`src/rtl/hazard_forward_unit.sv`:
```
// Hazard unit for the 5-stage RISC-V core: ALU operand forwarding, load-use stall,
// branch flush, and saturating stall/flush cycle counters.
module hazard_forward_unit #(
   parameter bit FORWARD_EN = 1'b1,
   parameter int CNT_W      = 32
) (
   input  logic             clk,
   input  logic             reset,
   input  logic [4:0]       Rs1D,
   input  logic [4:0]       Rs2D,
   input  logic [4:0]       Rs1E,
   input  logic [4:0]       Rs2E,
   input  logic [4:0]       RdE,
   input  logic             RegWriteE,
   input  logic             LoadE,
   input  logic             PCSrcE,
   output logic [1:0]       ForwardAE,
   output logic [1:0]       ForwardBE,
   output logic             StallF,
   output logic             StallD,
   output logic             FlushD,
   output logic             FlushE,
   output logic [CNT_W-1:0] stall_count,
   output logic [CNT_W-1:0] flush_count
);

   localparam logic [CNT_W-1:0] CNT_MAX = {CNT_W{1'b1}};

   logic [4:0]       rd_m_q, rd_m_d;
   logic [4:0]       rd_w_q, rd_w_d;
   logic             reg_write_m_q, reg_write_m_d;
   logic             reg_write_w_q, reg_write_w_d;
   logic [CNT_W-1:0] stall_cnt_q, stall_cnt_d;
   logic [CNT_W-1:0] flush_cnt_q, flush_cnt_d;
   logic             lw_stall_s;

   // Newest writer wins; x0 is hard-wired zero and never forwarded.
   function automatic logic [1:0] fwd_sel(input logic [4:0] rs,
                                          input logic [4:0] rd_m, input logic we_m,
                                          input logic [4:0] rd_w, input logic we_w);
      logic [1:0] sel;
      if (we_m && (rd_m != 5'd0) && (rd_m == rs)) begin
         sel = 2'b10;
      end else if (we_w && (rd_w != 5'd0) && (rd_w == rs)) begin
         sel = 2'b01;
      end else begin
         sel = 2'b00;
      end
      return sel;
   endfunction

   // Hazard detection and pipeline control outputs
   always_comb begin
      lw_stall_s = 1'b0;
      ForwardAE  = 2'b00;
      ForwardBE  = 2'b00;
      StallF     = 1'b0;
      StallD     = 1'b0;
      FlushD     = 1'b1;
      FlushE     = 1'b1;
      if (reset) begin
         lw_stall_s = 1'b0;
      end else begin
         lw_stall_s = LoadE && RegWriteE && (RdE != 5'd0) &&
                      ((RdE == Rs1D) || (RdE == Rs2D));
         StallF     = lw_stall_s;
         StallD     = lw_stall_s;
         FlushD     = PCSrcE;
         FlushE     = lw_stall_s || PCSrcE;
         if (FORWARD_EN == 1'b1) begin
            ForwardAE = fwd_sel(Rs1E, rd_m_q, reg_write_m_q, rd_w_q, reg_write_w_q);
            ForwardBE = fwd_sel(Rs2E, rd_m_q, reg_write_m_q, rd_w_q, reg_write_w_q);
         end else begin
            ForwardAE = 2'b00;
            ForwardBE = 2'b00;
         end
      end
   end

   // Next-state for the M/W tag pipeline and the saturating counters
   always_comb begin
      rd_m_d        = RdE;
      reg_write_m_d = RegWriteE;
      rd_w_d        = rd_m_q;
      reg_write_w_d = reg_write_m_q;
      stall_cnt_d   = stall_cnt_q;
      flush_cnt_d   = flush_cnt_q;
      if (lw_stall_s && (stall_cnt_q != CNT_MAX)) begin
         stall_cnt_d = stall_cnt_q + CNT_W'(1);
      end else begin
         stall_cnt_d = stall_cnt_q;
      end
      if (PCSrcE && (flush_cnt_q != CNT_MAX)) begin
         flush_cnt_d = flush_cnt_q + CNT_W'(1);
      end else begin
         flush_cnt_d = flush_cnt_q;
      end
   end

   // State registers; tags advance every cycle, stalls bubble E externally
   always_ff @(posedge clk or posedge reset) begin
      if (reset) begin
         rd_m_q        <= 5'd0;
         rd_w_q        <= 5'd0;
         reg_write_m_q <= 1'b0;
         reg_write_w_q <= 1'b0;
         stall_cnt_q   <= '0;
         flush_cnt_q   <= '0;
      end else begin
         rd_m_q        <= rd_m_d;
         rd_w_q        <= rd_w_d;
         reg_write_m_q <= reg_write_m_d;
         reg_write_w_q <= reg_write_w_d;
         stall_cnt_q   <= stall_cnt_d;
         flush_cnt_q   <= flush_cnt_d;
      end
   end

   assign stall_count = stall_cnt_q;
   assign flush_count = flush_cnt_q;

endmodule

```
`config.mk`:
```
export PLATFORM = sky130hd
export DESIGN_NAME = hazard_forward_unit
export DESIGN_NICKNAME = d
export VERILOG_FILES = /design/src/rtl/hazard_forward_unit.sv
export SDC_FILE = /design/constraint.sdc
export NUM_CORES = 1
export LEC_CHECK = 0
export CORE_MARGIN = 3
export CORE_UTILIZATION = 45
export DETAILED_ROUTE_END_ITERATION = 6
export PLACE_DENSITY = 0.75
export SLEW_MARGIN = 30
export SYNTH_ARGS = -nofsm -noshare
export SYNTH_HDL_FRONTEND = slang
export SYNTH_SLANG_ARGS = --single-unit
```
`constraint.sdc`:
```
create_clock -name clk -period 7.6 [get_ports clk]
set_input_delay 1.52 -clock clk [delete_from_list [all_inputs] [get_ports clk]]
set_output_delay 1.52 -clock clk [all_outputs]
set_load 0.005 [all_outputs]
```
=== Word-level counts from Yosys, hierarchy flattened ===
Cells that the tools add are included.

* Add/sub/neg operators: 2
* Equality and inequality tests: 8
* Muxes and demuxes: 9
* Reductions and logical operators: 16

{| class="wikitable"
|+ Operators by type and width
! kind !! count
|-
| $add A32 B1 Y32 const B || 2
|-
| $ne A32 B32 Y1 const B || 2
|-
| $eq A5 B5 Y1 || 6
|-
| $reduce_bool A5 Y1 || 3
|-
| $logic_and A1 B1 Y1 || 11
|-
| $mux W2 || 4
|-
| $mux W1 || 5
|-
| $logic_or A1 B1 Y1 || 2
|}

* Flip-flop bits (word level): 76
* Input bits: 30
* Output and inout bits: 72
* Word-level logic and storage cells: 41

=== Longest topological paths before layout ===
Gate-level depths: netlist of run 1.

* Word-level depth: 6
* Mapped depth: 8
* Depth with buffers taken out: 7

=== Least setup slack after synthesis of run 1 ===
Ideal clock, no wire load.

* Kind: input to output
* Start point: input port reset
* End point: output port ForwardAE[0]
* Arrival: 4.152 ns
* Required time: 6.080 ns
* Setup slack: 1.928 ns
* Cell stages on the path: 4
* Buffers on the path: 0
* Cells stage by stage: inv_1 -> o211ai_1 -> or4_1 -> nor4_1

* Longest elaborated chain between the ends: 1

{| class="wikitable"
|+ RTL lines
! item !! RTL line !! text
|-
| from (decl) || 8 || <nowiki>input logic reset,</nowiki>
|-
| $mux W2 || 61 || <nowiki>if (reset) begin</nowiki>
|-
| to (decl) || 17 || <nowiki>output logic [1:0] ForwardAE,</nowiki>
|}

Every way passes these cells.

=== Worst setup path in the final report of run 1 ===
* Start point: input port RdE[0]
* End point: output port StallF

* Longest elaborated chain between the ends: 4
* Elaborated cells on any way between the ends: 7
* Those cells by class: eq/ne (2); mux (1); reduce/logical (4)

{| class="wikitable"
|+ RTL lines
! item !! RTL line !! text
|-
| from (decl) || 13 || <nowiki>input logic [4:0] RdE,</nowiki>
|-
| $eq A5 B5 Y1 / $reduce_bool A5 Y1 (equally long branches) || 65, 64 ||
|-
| $logic_or A1 B1 Y1 / $logic_and A1 B1 Y1 (equally long branches) || 65, 64 ||
|-
| $logic_and A1 B1 Y1 (*) || 64 || <nowiki>lw_stall_s = LoadE && RegWriteE && (RdE != 5'd0) &&</nowiki>
|-
| $mux W1 (*) || 61 ||
|-
| to (decl) || 19 || <nowiki>output logic StallF,</nowiki>
|}

Every way passes the cells marked *; elsewhere a longest branch is shown, timed or not.

==> summary.txt, run 1 <==
Run status
  – Status: finished, final reports clean

Critical path
  – R2R Setup Slk: between 5 and 6 ns
  – CP endpoint kind: primary output
  – Critical path's largest stage delay: 0.52 ns
  – Kind of critical path: in2out
  – Capture instance of the worst register-to-register path: stall_count[27]$_DFFE_PP0P_
  – Critical Path AT: 3.78 ns
  – Element type at the critical path start: input port
  – Top cell by count, worst path: sky130_fd_sc_hd__clkdlybuf4s50_1
  – Largest fanout on the critical path: 12
  – Worst R2R Start: stall_count[0]$_DFFE_PP0P_
  – Path depth of the worst reg2reg path: 6
  – Cell Chain, Critical Path: clkdlybuf4s50_1, xnor2_1, nand3_1, o22ai_1, nand2_1, inv_1, clkdlybuf4s50_1
  – Worst path required time: 6.08 ns
  – Cell with the largest stage delay on the worst path: sky130_fd_sc_hd__clkdlybuf4s50_1

GRT
  – Met1 Track Usage GR: 0.253
  – GRT Max-Usage Layer: met2
  – Congestion Overflow GR: 0
  – Met2 track demand over resource: 0.310
  – Vias in the first global route: about 3,000
  – Met3 GRT Util: 0.0459
  – Total global routing track utilization: 0.190
  – Antenna violations before repair: 0
  – Largest net degree at the start of global routing: 78
  – Global-route wire length before repair: between 10,000 and 15,000 µm

Logic synthesis
  – Adder-cell area share of the yosys netlist: 0.00666
  – Post-synthesis net count: 389
  – Most area-consuming cells after synthesis: sky130_fd_sc_hd__dfrtp_1 51%, sky130_fd_sc_hd__xnor2_1 13%, sky130_fd_sc_hd__xor2_1 8.6%, sky130_fd_sc_hd__nand3_1 4.5%, sky130_fd_sc_hd__nand2_1 3.5%
  – Library cells used by synthesis: 35
  – Post-synthesis sequential area ratio: 0.506
  – Number of synthesized flops with an enable pin: 0
  – Synthesized instance count: roughly 360
  – Netlist area before placement: around 0.0038 mm²
  – Average size of a mapped cell: ~11 µm²
  – YS warnings: 0
  – Synth area leader: sky130_fd_sc_hd__dfrtp_1
  – Dominant register cell in the synthesized netlist: sky130_fd_sc_hd__dfrtp_1
  – Synthesized-area fraction occupied by ao, oa, aoi and oai cells: 0.0200
  – Flip-flop and latch count after synthesis: 76
  – Proportion of synthesized area in mux cells: 0.00600
  – Most instantiated library cell after synthesis: sky130_fd_sc_hd__dfrtp_1
  – Simple logic cell fraction of the synthesized area: 0.231
  – Leading post-synthesis cells by instance count: 76 x sky130_fd_sc_hd__dfrtp_1, 54 x sky130_fd_sc_hd__xnor2_1, 37 x sky130_fd_sc_hd__xor2_1, 35 x sky130_fd_sc_hd__nand2_1, 34 x sky130_fd_sc_hd__nand3_1
  – Xor and xnor area share after synthesis: 0.212
  – Post-synth top area share: 0.506
  – Dominant combinational cell family by area after synthesis: simple AND/OR/NAND/NOR gates
  – Share of async-settable or async-resettable flops after synthesis: 1.00

Placed design
  – Buffers added on ports: approximately 100
  – Half-perimeter wire length after placement: roughly 6600 µm
  – Final weighted congestion in routability-driven placement: between 0.8 and 0.9

Floorplanning
  – Die outline width: 97.4 µm
  – Die H: 97.4 µm
  – Die Footprint: about 0.0095 mm²
  – I/O pin cnt: just over 100
  – Std cell rows: 32
  – Floorplan core area: 0.00793 mm²
  – Initial cell density of the core: 0.474

Timing
  – Max-slew headroom at the worst pin: 0.368
  – Hold slack: approximately 0.38 ns
  – Highest attainable clock frequency: approximately 0.19 GHz
  – Number of pins exceeding their max-slew limit in the final report: 0
  – Setup skew after layout: roughly 0.011 ns
  – Transition time at the pin with the least slew margin: just over 0.9 ns
  – Final setup vio count: 0
  – Final-report hold violation count: 0
  – Setup TNS: 0 ns
  – Setup repair after global routing missed its margin: false
  – Final cycle utilization of the critical path: 0.698
  – Final Critical Period: 5.30 ns

Drt
  – Total number of vias: 3,038
  – Pre-Repair DR Iteration Count: 4
  – Residual antenna-violating net count after detailed routing: 0
  – DR DRC count: 0
  – Routed Wire Length: 8760 µm
  – Wire length per cell: approximately 15 µm
  – Avg Vias per Cell: about 5.3
  – Count of routing violations after the opening detailed-route iteration: 100

Clocking
  – TritonCTS Buffers: 9
  – Total number of H-tree levels: 3
  – Clock latency on the worst-skew pair: about 0.34 ns
  – Resized Gates After CTS: 0
  – Clock-pin transition on the worst setup and hold timing paths: 0.07 ns
  – CTS Root Cell: sky130_fd_sc_hd__clkbuf_8
  – Buffer depth of the longest clock path: 2
  – Clock tree from TritonCTS: done
  – Hold-fix buffer count after cts: 0
  – Number of sinks driven by the clock tree: 76
  – Number of setup buffers added after CTS: 0

Worst hold path
  – Worst hold path cell count: 0
  – Startpoint of the worst hold path: reg_write_m_q$_DFF_PP0_
  – Worst min-delay path endpoint: reg_write_w_q$_DFF_PP0_
  – Path category of the worst min-delay check: reg2reg

Power and ir drop
  – Power density over the cells: 189 mW/mm²
  – Leakage component of the power: around 0.0022 µW
  – Largest vdd supply drop: between 0.1 and 0.15 mV
  – Tot Pwr: 967 µW

Cells and area
  – Net count reported at finish: around 500
  – Number of inserted diodes: 0
  – Fraction of final layout cells sized beyond drive strength 1: 0.0510
  – Fill cells: around 660
  – Relative area change from synthesis to final layout: 36.2%

Flow run
  – Reported max-cap violation count: 0
## cell type report
cell class                 instances  area, µm²  area share
timing repair buffer             102       1020       0.200
multi-input combinational        266       1790       0.349
tap                              102        128      0.0250
inverter                          11       41.3     0.00807
clock buffer                      12        165      0.0323
sequential                        76       1900       0.372
clock inverter                     4       70.1      0.0137
## metal layers
layer,up-vias,part of all wire,routed length [µm]
li1,1471,-,-
met4,0,0.012,101
met3,11,0.055,479
met1,1461,0.45,3970
met2,95,0.48,4200
met5,-,0,0
## power breakdown
group	switching, µW	leakage (µW)	internal [µW]
sequential	36.9	0.00100	431
clock	145	0.000122	211
combinational	57.8	0.00104	86.4
## kinds of logic (layout without fill, tap and decap cells)
group,Yosys count,count (layout)
mux,2,2
compound gates,11,11
fa+ha+maj,2,2
flops,76,76
simple gates,160,160
xor+xnor,91,91
buf+inv,15,129
## layout by cell type (no fill, tap or decap), types with 3 or more instances in the layout
| master | count |
|---|---|
| sky130_fd_sc_hd__and3_1 | 5 |
| sky130_fd_sc_hd__nand2_1 | 35 |
| sky130_fd_sc_hd__nor3b_1 | 3 |
| sky130_fd_sc_hd__nor4_1 | 11 |
| sky130_fd_sc_hd__nand4_1 | 15 |
| sky130_fd_sc_hd__xor2_1 | 37 |
| sky130_fd_sc_hd__and4_1 | 8 |
| sky130_fd_sc_hd__nor3_1 | 17 |
| sky130_fd_sc_hd__clkdlybuf4s50_1 | 101 |
| sky130_fd_sc_hd__nor2_1 | 15 |
| sky130_fd_sc_hd__dfrtp_1 | 76 |
| sky130_fd_sc_hd__nand3_1 | 34 |
| sky130_fd_sc_hd__xnor2_1 | 54 |
| sky130_fd_sc_hd__or4_1 | 8 |
| sky130_fd_sc_hd__inv_1 | 10 |
| sky130_fd_sc_hd__clkbuf_8 | 12 |
## critical path: cells and delay by family
family	cells	cell delay, ns
buffers and inverters	3	1.21
AND/OR/NAND/NOR	2	0.45
AO/OA/AOI/OAI	1	0.38
XOR/XNOR	1	0.23
## metrics by stage
| stage | instance area, µm² | setup slack (ns) | util | cells |
|---|---|---|---|---|
| detailed placement | 4880 | 2.27 | 0.615 | 557 |
| global route | 5110 | 2.13 | 0.645 | 573 |
| floorplan | 3760 | 1.93 | - | 357 |
| global placement | 4880 | 2.38 | 0.615 | 557 |
| finish | 5110 | 2.30 | 0.645 | 573 |
| CTS | 5110 | 2.27 | 0.645 | 573 |
## registers in the layout, summed over array words and instances (netlist names)
register	flops
rd_w_q	5
flush_count	32
rd_m_q	5
reg_write_m_q	1
stall_count	32
reg_write_w_q	1
## how the worst max path moves through the flow
| stage | cells past startpoint | startpoint | end |
|---|---|---|---|
| final | 7 | RdE[0] | StallF |
| after global routing | 7 | RdE[0] | StallF |
| after CTS | 7 | RdE[0] | StallF |
| after detailed placement | 7 | RdE[0] | StallF |
| after global placement | 7 | RdE[0] | StallD |
| after floorplan | 4 | reset | ForwardAE[0] |
Note: power is estimated with default switching activity, not from simulation.
==> inputs of run 2 (changes only) <==
--- a/config.mk
+++ b/config.mk
@@ -6,9 +6,9 @@
 export NUM_CORES = 1
 export LEC_CHECK = 0
 export CORE_MARGIN = 3
-export CORE_UTILIZATION = 45
+export CORE_UTILIZATION = 44
 export DETAILED_ROUTE_END_ITERATION = 6
-export PLACE_DENSITY = 0.75
+export PLACE_DENSITY = 0.77
 export SLEW_MARGIN = 30
 export SYNTH_ARGS = -nofsm -noshare
 export SYNTH_HDL_FRONTEND = slang
==> constraint.sdc (replaced) <==
create_clock -name clk -period 4.4 [get_ports clk]
set_input_delay 0.88 -clock clk [delete_from_list [all_inputs] [get_ports clk]]
set_output_delay 0.88 -clock clk [all_outputs]
set_load 0.005 [all_outputs]
==> run 2 against run 1 <==
Design area fell by 0.71%; clock power up 38%; die area increased by 2.1%; clock skew up 0.00084 ns; core utilization shrank 3.0 points; routed wire length fell by 3.2%; first-iteration DRC count shrank 30%; critical path depth is the same; largest power group unchanged.
==> summary.txt, run 2 (synthesized netlist as in run 1, its figures left out) <==
Run status
  – Status: finished, final reports clean

Drt
  – Residual antenna-violating net count after detailed routing: 0
  – Routed Wire Length: 8480 µm
  – Top routing layer in use: met4
  – Pre-Repair DR Iteration Count: 4
  – Total number of vias: between 3,000 and 4,000
  – Met2 wire length: around 4100 µm
  – Count of routing violations after the opening detailed-route iteration: 70
  – Sum of met3 wire segment lengths after detailed routing: approximately 480 µm
  – Avg Vias per Cell: 5.23
  – Met1 Routed Length: around 3900 µm
  – Wire length per cell: roughly 15 µm
  – DR DRC count: 0

Power and ir drop
  – Largest vdd supply drop: 0.156 mV
  – Sequential fraction of design power: 0.523
  – Switching power share of the total: 0.282
  – Clock power share: 0.319
  – Leakage component of the power: between 0.002 and 0.0025 µW
  – Power spent charging and discharging nets: between 400 and 500 µW
  – Relative contribution of combinational cells to total power: 0.159
  – P_int: between 1000 and 1500 µW
  – Power density over the cells: 303 mW/mm²

Placed design
  – Half-perimeter wire length after placement: about 6300 µm
  – Pre-CTS setup slack: 0.592 ns
  – Final weighted congestion in routability-driven placement: between 0.9 and 1
  – Buffers added on ports: around 100

Critical path
  – Path depth of the worst reg2reg path: 6
  – CP endpoint kind: primary output
  – Kind of critical path: in2out
  – Number of buffers and inverters on the critical path: 3
  – Worst path required time: between 3 and 4 ns
  – Worst path top cell family by delay: buffers and inverters
  – Critical Path AT: between 2 and 3 ns
  – Element type at the critical path start: input port
  – Critical path's largest stage delay: roughly 0.58 ns
  – Top cell by count, worst path: sky130_fd_sc_hd__clkdlybuf4s50_1
  – Cell with the largest stage delay on the worst path: sky130_fd_sc_hd__clkdlybuf4s50_1
  – Number of cells on the critical path: 7
  – Largest fanout on the critical path: 5
  – Cell Chain, Critical Path: clkdlybuf4s50_1, xnor2_1, nand3_1, o22ai_1, nand2_1, inv_1, clkdlybuf4s50_1

Cells and area
  – Register Area: between 0.0015 and 0.002 mm²
  – Top library cells by usage in the layout, fill and taps aside: 101 x sky130_fd_sc_hd__clkdlybuf4s50_1, 76 x sky130_fd_sc_hd__dfrtp_1, 54 x sky130_fd_sc_hd__xnor2_1
  – Area of the multi-input gates: approximately 0.0018 mm²
  – Fraction of final layout cells sized beyond drive strength 1: 0.0551
  – Most frequent standard cell in the layout excluding fill and tap cells: sky130_fd_sc_hd__clkdlybuf4s50_1
  – Net count reported at finish: ~500
  – Number of inserted diodes: 0
  – Final core utilization: 0.615
  – Relative area change from synthesis to final layout: 35.2%
  – Fill cells: 730

Timing
  – Hold slack: a little under 0.4 ns
  – Final cycle utilization of the critical path: 0.862
  – Setup TNS: 0 ns
  – Highest attainable clock frequency: about 0.26 GHz
  – Final-report hold violation count: 0
  – Final setup margin: roughly 0.61 ns
  – Setup repair after global routing missed its margin: false
  – Final Critical Period: ~3.8 ns
  – Number of pins exceeding their max-slew limit in the final report: 0
  – Final setup vio count: 0
  – Setup skew after layout: ~0.011 ns
  – Transition time at the pin with the least slew margin: between 1 and 1.5 ns
  – Max-slew headroom at the worst pin: 0.321

Worst hold path
  – Path category of the worst min-delay check: reg2reg
  – Worst hold path cell count: 0

Clocking
  – Clock tree from TritonCTS: done
  – Number of setup buffers added after CTS: 0
  – Clock-pin transition on the worst setup and hold timing paths: 0.08 ns
  – Buffer depth of the longest clock path: 2
  – TritonCTS Buffers: 9
  – Resized Gates After CTS: 0
  – Total number of H-tree levels: 3
  – Hold-fix buffer count after cts: 0
  – CTS Root Cell: sky130_fd_sc_hd__clkbuf_8
  – Number of sinks driven by the clock tree: 76
  – Clock latency on the worst-skew pair: ~0.35 ns

GRT
  – Total global routing track utilization: 0.181
  – Vias in the first global route: around 3,000
  – Largest net degree at the start of global routing: 77
  – Congestion Overflow GR: 0
  – Antenna violations before repair: 0
  – Global-route wire length before repair: approximately 15,000 µm

Floorplanning
  – Floorplan core area: just over 0.008 mm²
  – Die Footprint: between 0.009 and 0.01 mm²
  – Initial cell density of the core: 0.455
  – Std cell rows: 33
  – Die outline width: 98.4 µm
  – Die H: ~100 µm
  – I/O pin cnt: 102

Flow run
  – Reported max-cap violation count: 0
run 2: cell types whose count changed in the layout (fill, tap and decap cells not counted), sizes merged:
cell	before	now
inv	11	14
clkinvlp	0	3
bufinv	2	0
clkinv	2	1
clkbuf	12	9
buf	1	2
run 2: stage by stage:
stage / cell area, µm² / cells / total power (µW)
6_report: 5080 / 577 / 1540
5_1_grt: 5080 / 577 / 1620
4_1_cts: 5070 / 577 / 1560
3_5_place_dp: 4890 / 561 / 1070
3_3_place_gp: 4890 / 561 / 1060
2_1_floorplan: 3760 / 357 / 917
run 2: power groups by stage:
stage / Clock, µW / Sequential, µW / Combinational (µW)
floorplan: 0 / 811 / 106
finish: 490 / 804 / 244
detailed placement: 0 / 816 / 249
global placement: 0 / 817 / 242
CTS: 502 / 804 / 249
global route: 534 / 812 / 271
run 2: worst reg2reg max path: cells and delay by family (launching register included):
kind                     cells  cell delay, ns
AO/OA/AOI/OAI                1            0.86
AND/OR/NAND/NOR              3            0.68
XOR/XNOR                     1            0.19
adder cells (fa/ha/maj)      1            0.22
flip-flops                   1            0.44
run 2: final cells by class:
class	instances	area share
Multi-Input combinational cell	266	0.353
Sequential cell	76	0.374
Inverter	11	0.00813
Clock inverter	7	0.0113
Clock buffer	9	0.0244
Timing Repair Buffer	103	0.203
Tap cell	105	0.0259
run 2: final timing paths:
path                                                  from                           to  slack [ns]
min in group asynchronous                            reset          rd_w_q[4]$_DFF_PP0_        1.19
max in group asynchronous                            reset  flush_count[10]$_DFFE_PP0P_        2.72
worst max register to register  stall_count[0]$_DFFE_PP0P_  stall_count[31]$_DFFE_PP0P_        1.89
worst min-delay path               reg_write_m_q$_DFF_PP0_      reg_write_w_q$_DFF_PP0_        0.39
worst min register to register     reg_write_m_q$_DFF_PP0_      reg_write_w_q$_DFF_PP0_        0.39
worst max-delay path                                RdE[0]                       StallD        0.61
run 2: metal layers:
metal  up-vias  global-route usage
met5         -                   0
met4         0              0.0452
met3        10              0.0621
met2        70               0.293
met1      1461               0.235
li1       1477                   -
==> inputs of run 3 (changes only) <==
--- a/config.mk
+++ b/config.mk
@@ -5,10 +5,11 @@
 export SDC_FILE = /design/constraint.sdc
 export NUM_CORES = 1
 export LEC_CHECK = 0
+export ABC_AREA = 0
 export CORE_MARGIN = 3
 export CORE_UTILIZATION = 44
 export DETAILED_ROUTE_END_ITERATION = 6
-export PLACE_DENSITY = 0.77
+export PLACE_DENSITY_LB_ADDON = 0.25
 export SLEW_MARGIN = 30
 export SYNTH_ARGS = -nofsm -noshare
 export SYNTH_HDL_FRONTEND = slang
==> constraint.sdc (replaced) <==
create_clock -name clk -period 3.2 [get_ports clk]
set_input_delay 0.64 -clock clk [delete_from_list [all_inputs] [get_ports clk]]
set_output_delay 0.64 -clock clk [all_outputs]
set_load 0.005 [all_outputs]
==> run 3 against run 2 <==
Sequential cell count stayed put; routed wire length is 2.6% higher; global-route usage up 0.63 points; count of clock-buffer cells in the layout unchanged; sequential share of layout area shrank 0.68 points; sequential power grew 38%; final cell count increased by 1.6%; critical path depth shrank 1; first-iteration DRC count is 19% higher; clock skew grew 0.0012 ns; critical endpoint unchanged; largest power group unchanged.
==> summary.txt, run 3 (synthesized netlist as in run 1, its figures left out) <==
Drt
  – Pre-Repair DR Iteration Count: 4
  – Avg Vias per Cell: around 5.3
  – Routed Wire Length: 8700 µm
  – Residual antenna-violating net count after detailed routing: 0
  – Total number of vias: ~3,100
  – DR DRC count: 0
  – Count of routing violations after the opening detailed-route iteration: between 80 and 90
  – Wire length per cell: around 15 µm

GRT
  – Largest net degree at the start of global routing: 77
  – Vias in the first global route: ~3,100
  – Global-route wire length before repair: 15,100 µm
  – Antenna violations before repair: 0
  – Congestion Overflow GR: 0
  – Total global routing track utilization: 0.187

Power and ir drop
  – Tot Pwr: 2160 µW
  – Power density over the cells: around 420 mW/mm²
  – Largest vdd supply drop: 0.249 mV
  – Leakage component of the power: 0.00222 µW

Clocking
  – Clock-pin transition on the worst setup and hold timing paths: roughly 0.070 ns
  – TritonCTS Buffers: 9
  – Hold-fix buffer count after cts: 0
  – Buffer depth of the longest clock path: 2
  – Number of sinks driven by the clock tree: 76
  – Total number of H-tree levels: 3
  – Clock tree from TritonCTS: done
  – CTS Root Cell: sky130_fd_sc_hd__clkbuf_8
  – Clock latency on the worst-skew pair: approximately 0.34 ns

Cells and area
  – Net count reported at finish: ~510
  – Final core utilization: 0.626
  – Fraction of final layout cells sized beyond drive strength 1: 0.0748
  – Most frequent standard cell in the layout excluding fill and tap cells: sky130_fd_sc_hd__clkdlybuf4s50_1
  – Fin area: about 0.0052 mm²
  – Top library cells by usage in the layout, fill and taps aside: 98 x sky130_fd_sc_hd__clkdlybuf4s50_1, 76 x sky130_fd_sc_hd__dfrtp_1, 54 x sky130_fd_sc_hd__xnor2_1
  – Relative area change from synthesis to final layout: 37.7%
  – Number of standard cells in the final layout excluding fillers: 586
  – Number of inserted diodes: 0

Critical path
  – Critical Path AT: roughly 2.5 ns
  – Critical path's largest stage delay: 0.53 ns
  – Top cell by count, worst path: sky130_fd_sc_hd__clkdlybuf4s50_1
  – Worst path required time: approximately 2.6 ns
  – Kind of critical path: in2out
  – CP endpoint kind: primary output
  – Element type at the critical path start: input port
  – Largest fanout on the critical path: 4
  – Worst path top cell family by delay: buffers and inverters
  – Cell Chain, Critical Path: clkdlybuf4s50_1, nor4_1, a211oi_2, nand2_1, inv_1, clkdlybuf4s50_1
  – Cell with the largest stage delay on the worst path: sky130_fd_sc_hd__nor4_1
  – Number of buffers and inverters on the critical path: 3

Timing
  – Setup TNS: 0 ns
  – Number of pins exceeding their max-slew limit in the final report: 0
  – Final Critical Period: 3.14 ns
  – Highest attainable clock frequency: 0.319 GHz
  – Max-slew headroom at the worst pin: 0.547
  – Final-report hold violation count: 0
  – Transition time at the pin with the least slew margin: just under 0.7 ns
  – Final cycle utilization of the critical path: 0.980
  – Final setup vio count: 0
  – Setup skew after layout: approximately 0.013 ns

Floorplanning
  – Floorplan core area: 0.00826 mm²
  – Die H: 98.4 µm
  – Initial cell density of the core: 0.455
  – Die Footprint: roughly 0.0097 mm²
  – Die outline width: 98.4 µm
  – Std cell rows: 33
  – I/O pin cnt: 102

Worst hold path
  – Path category of the worst min-delay check: reg2reg

Placed design
  – Number of placed instances, taps included: between 500 and 600
  – Buffers added on ports: between 100 and 150
  – Final weighted congestion in routability-driven placement: 0.855
  – Total placed instance area: slightly below 0.005 mm²
  – Half-perimeter wire length after placement: about 6600 µm

Flow run
  – Reported max-cap violation count: 0

Run status
  – Status: finished, final reports clean
## run 3: power by group
part           total, µW  internal (µW)  switching, µW  leakage [µW]
sequential          1110           1020           84.0       0.00100
combinational        347            211            137       0.00113
clock                711            356            355     0.0000910
total               2160           1590            575       0.00222
## run 3: layout make-up
class | count | area (µm²)
flip-flops and latches | 76 | 1900
multi-input cells | 266 | 1800
well taps | 105 | 131
repair buffers | 112 | 1100
inverters | 11 | 45.0
clock buffers | 9 | 124
fillers | 715 | 3090
clock inverters | 7 | 67.6
## run 3: repair_timing
item,CTS,global route
pin swaps,0,2
buffers inserted,0,1
endpoints found under the setup margin,4,4
resized for setup,2,4
## run 3: metrics by stage
step	setup slack, ns	hold WS [ns]
final	0.0643	0.386
after detailed placement	-0.0256	0.368
after global placement	0.0245	0.356
after global routing	-0.00942	0.400
after CTS	0.00832	0.390
after floorplan	0.144	0.348
## run 3: path summary, 6_finish.rpt
check | slack (ns) | depth (start not counted) | to | from
min | 0.39 | 0 | reg_write_w_q$_DFF_PP0_ | reg_write_m_q$_DFF_PP0_
min in group asynchronous | 1.02 | 4 | rd_w_q[2]$_DFF_PP0_ | reset
min reg2reg | 0.39 | 0 | reg_write_w_q$_DFF_PP0_ | reg_write_m_q$_DFF_PP0_
max in group asynchronous | 1.73 | 4 | stall_count[5]$_DFFE_PP0P_ | reset
max reg2reg | 0.83 | 7 | stall_count[10]$_DFFE_PP0P_ | stall_count[0]$_DFFE_PP0P_
max | 0.06 | 6 | StallD | RdE[1]
## run 3: metal layers
metal / share of wire / vias up / track usage
met4: 0.015 / 0 / 0.0536
met1: 0.46 / 1505 / 0.249
met5: 0 / - / 0
li1: - / 1495 / -
met3: 0.046 / 12 / 0.0407
met2: 0.48 / 73 / 0.310
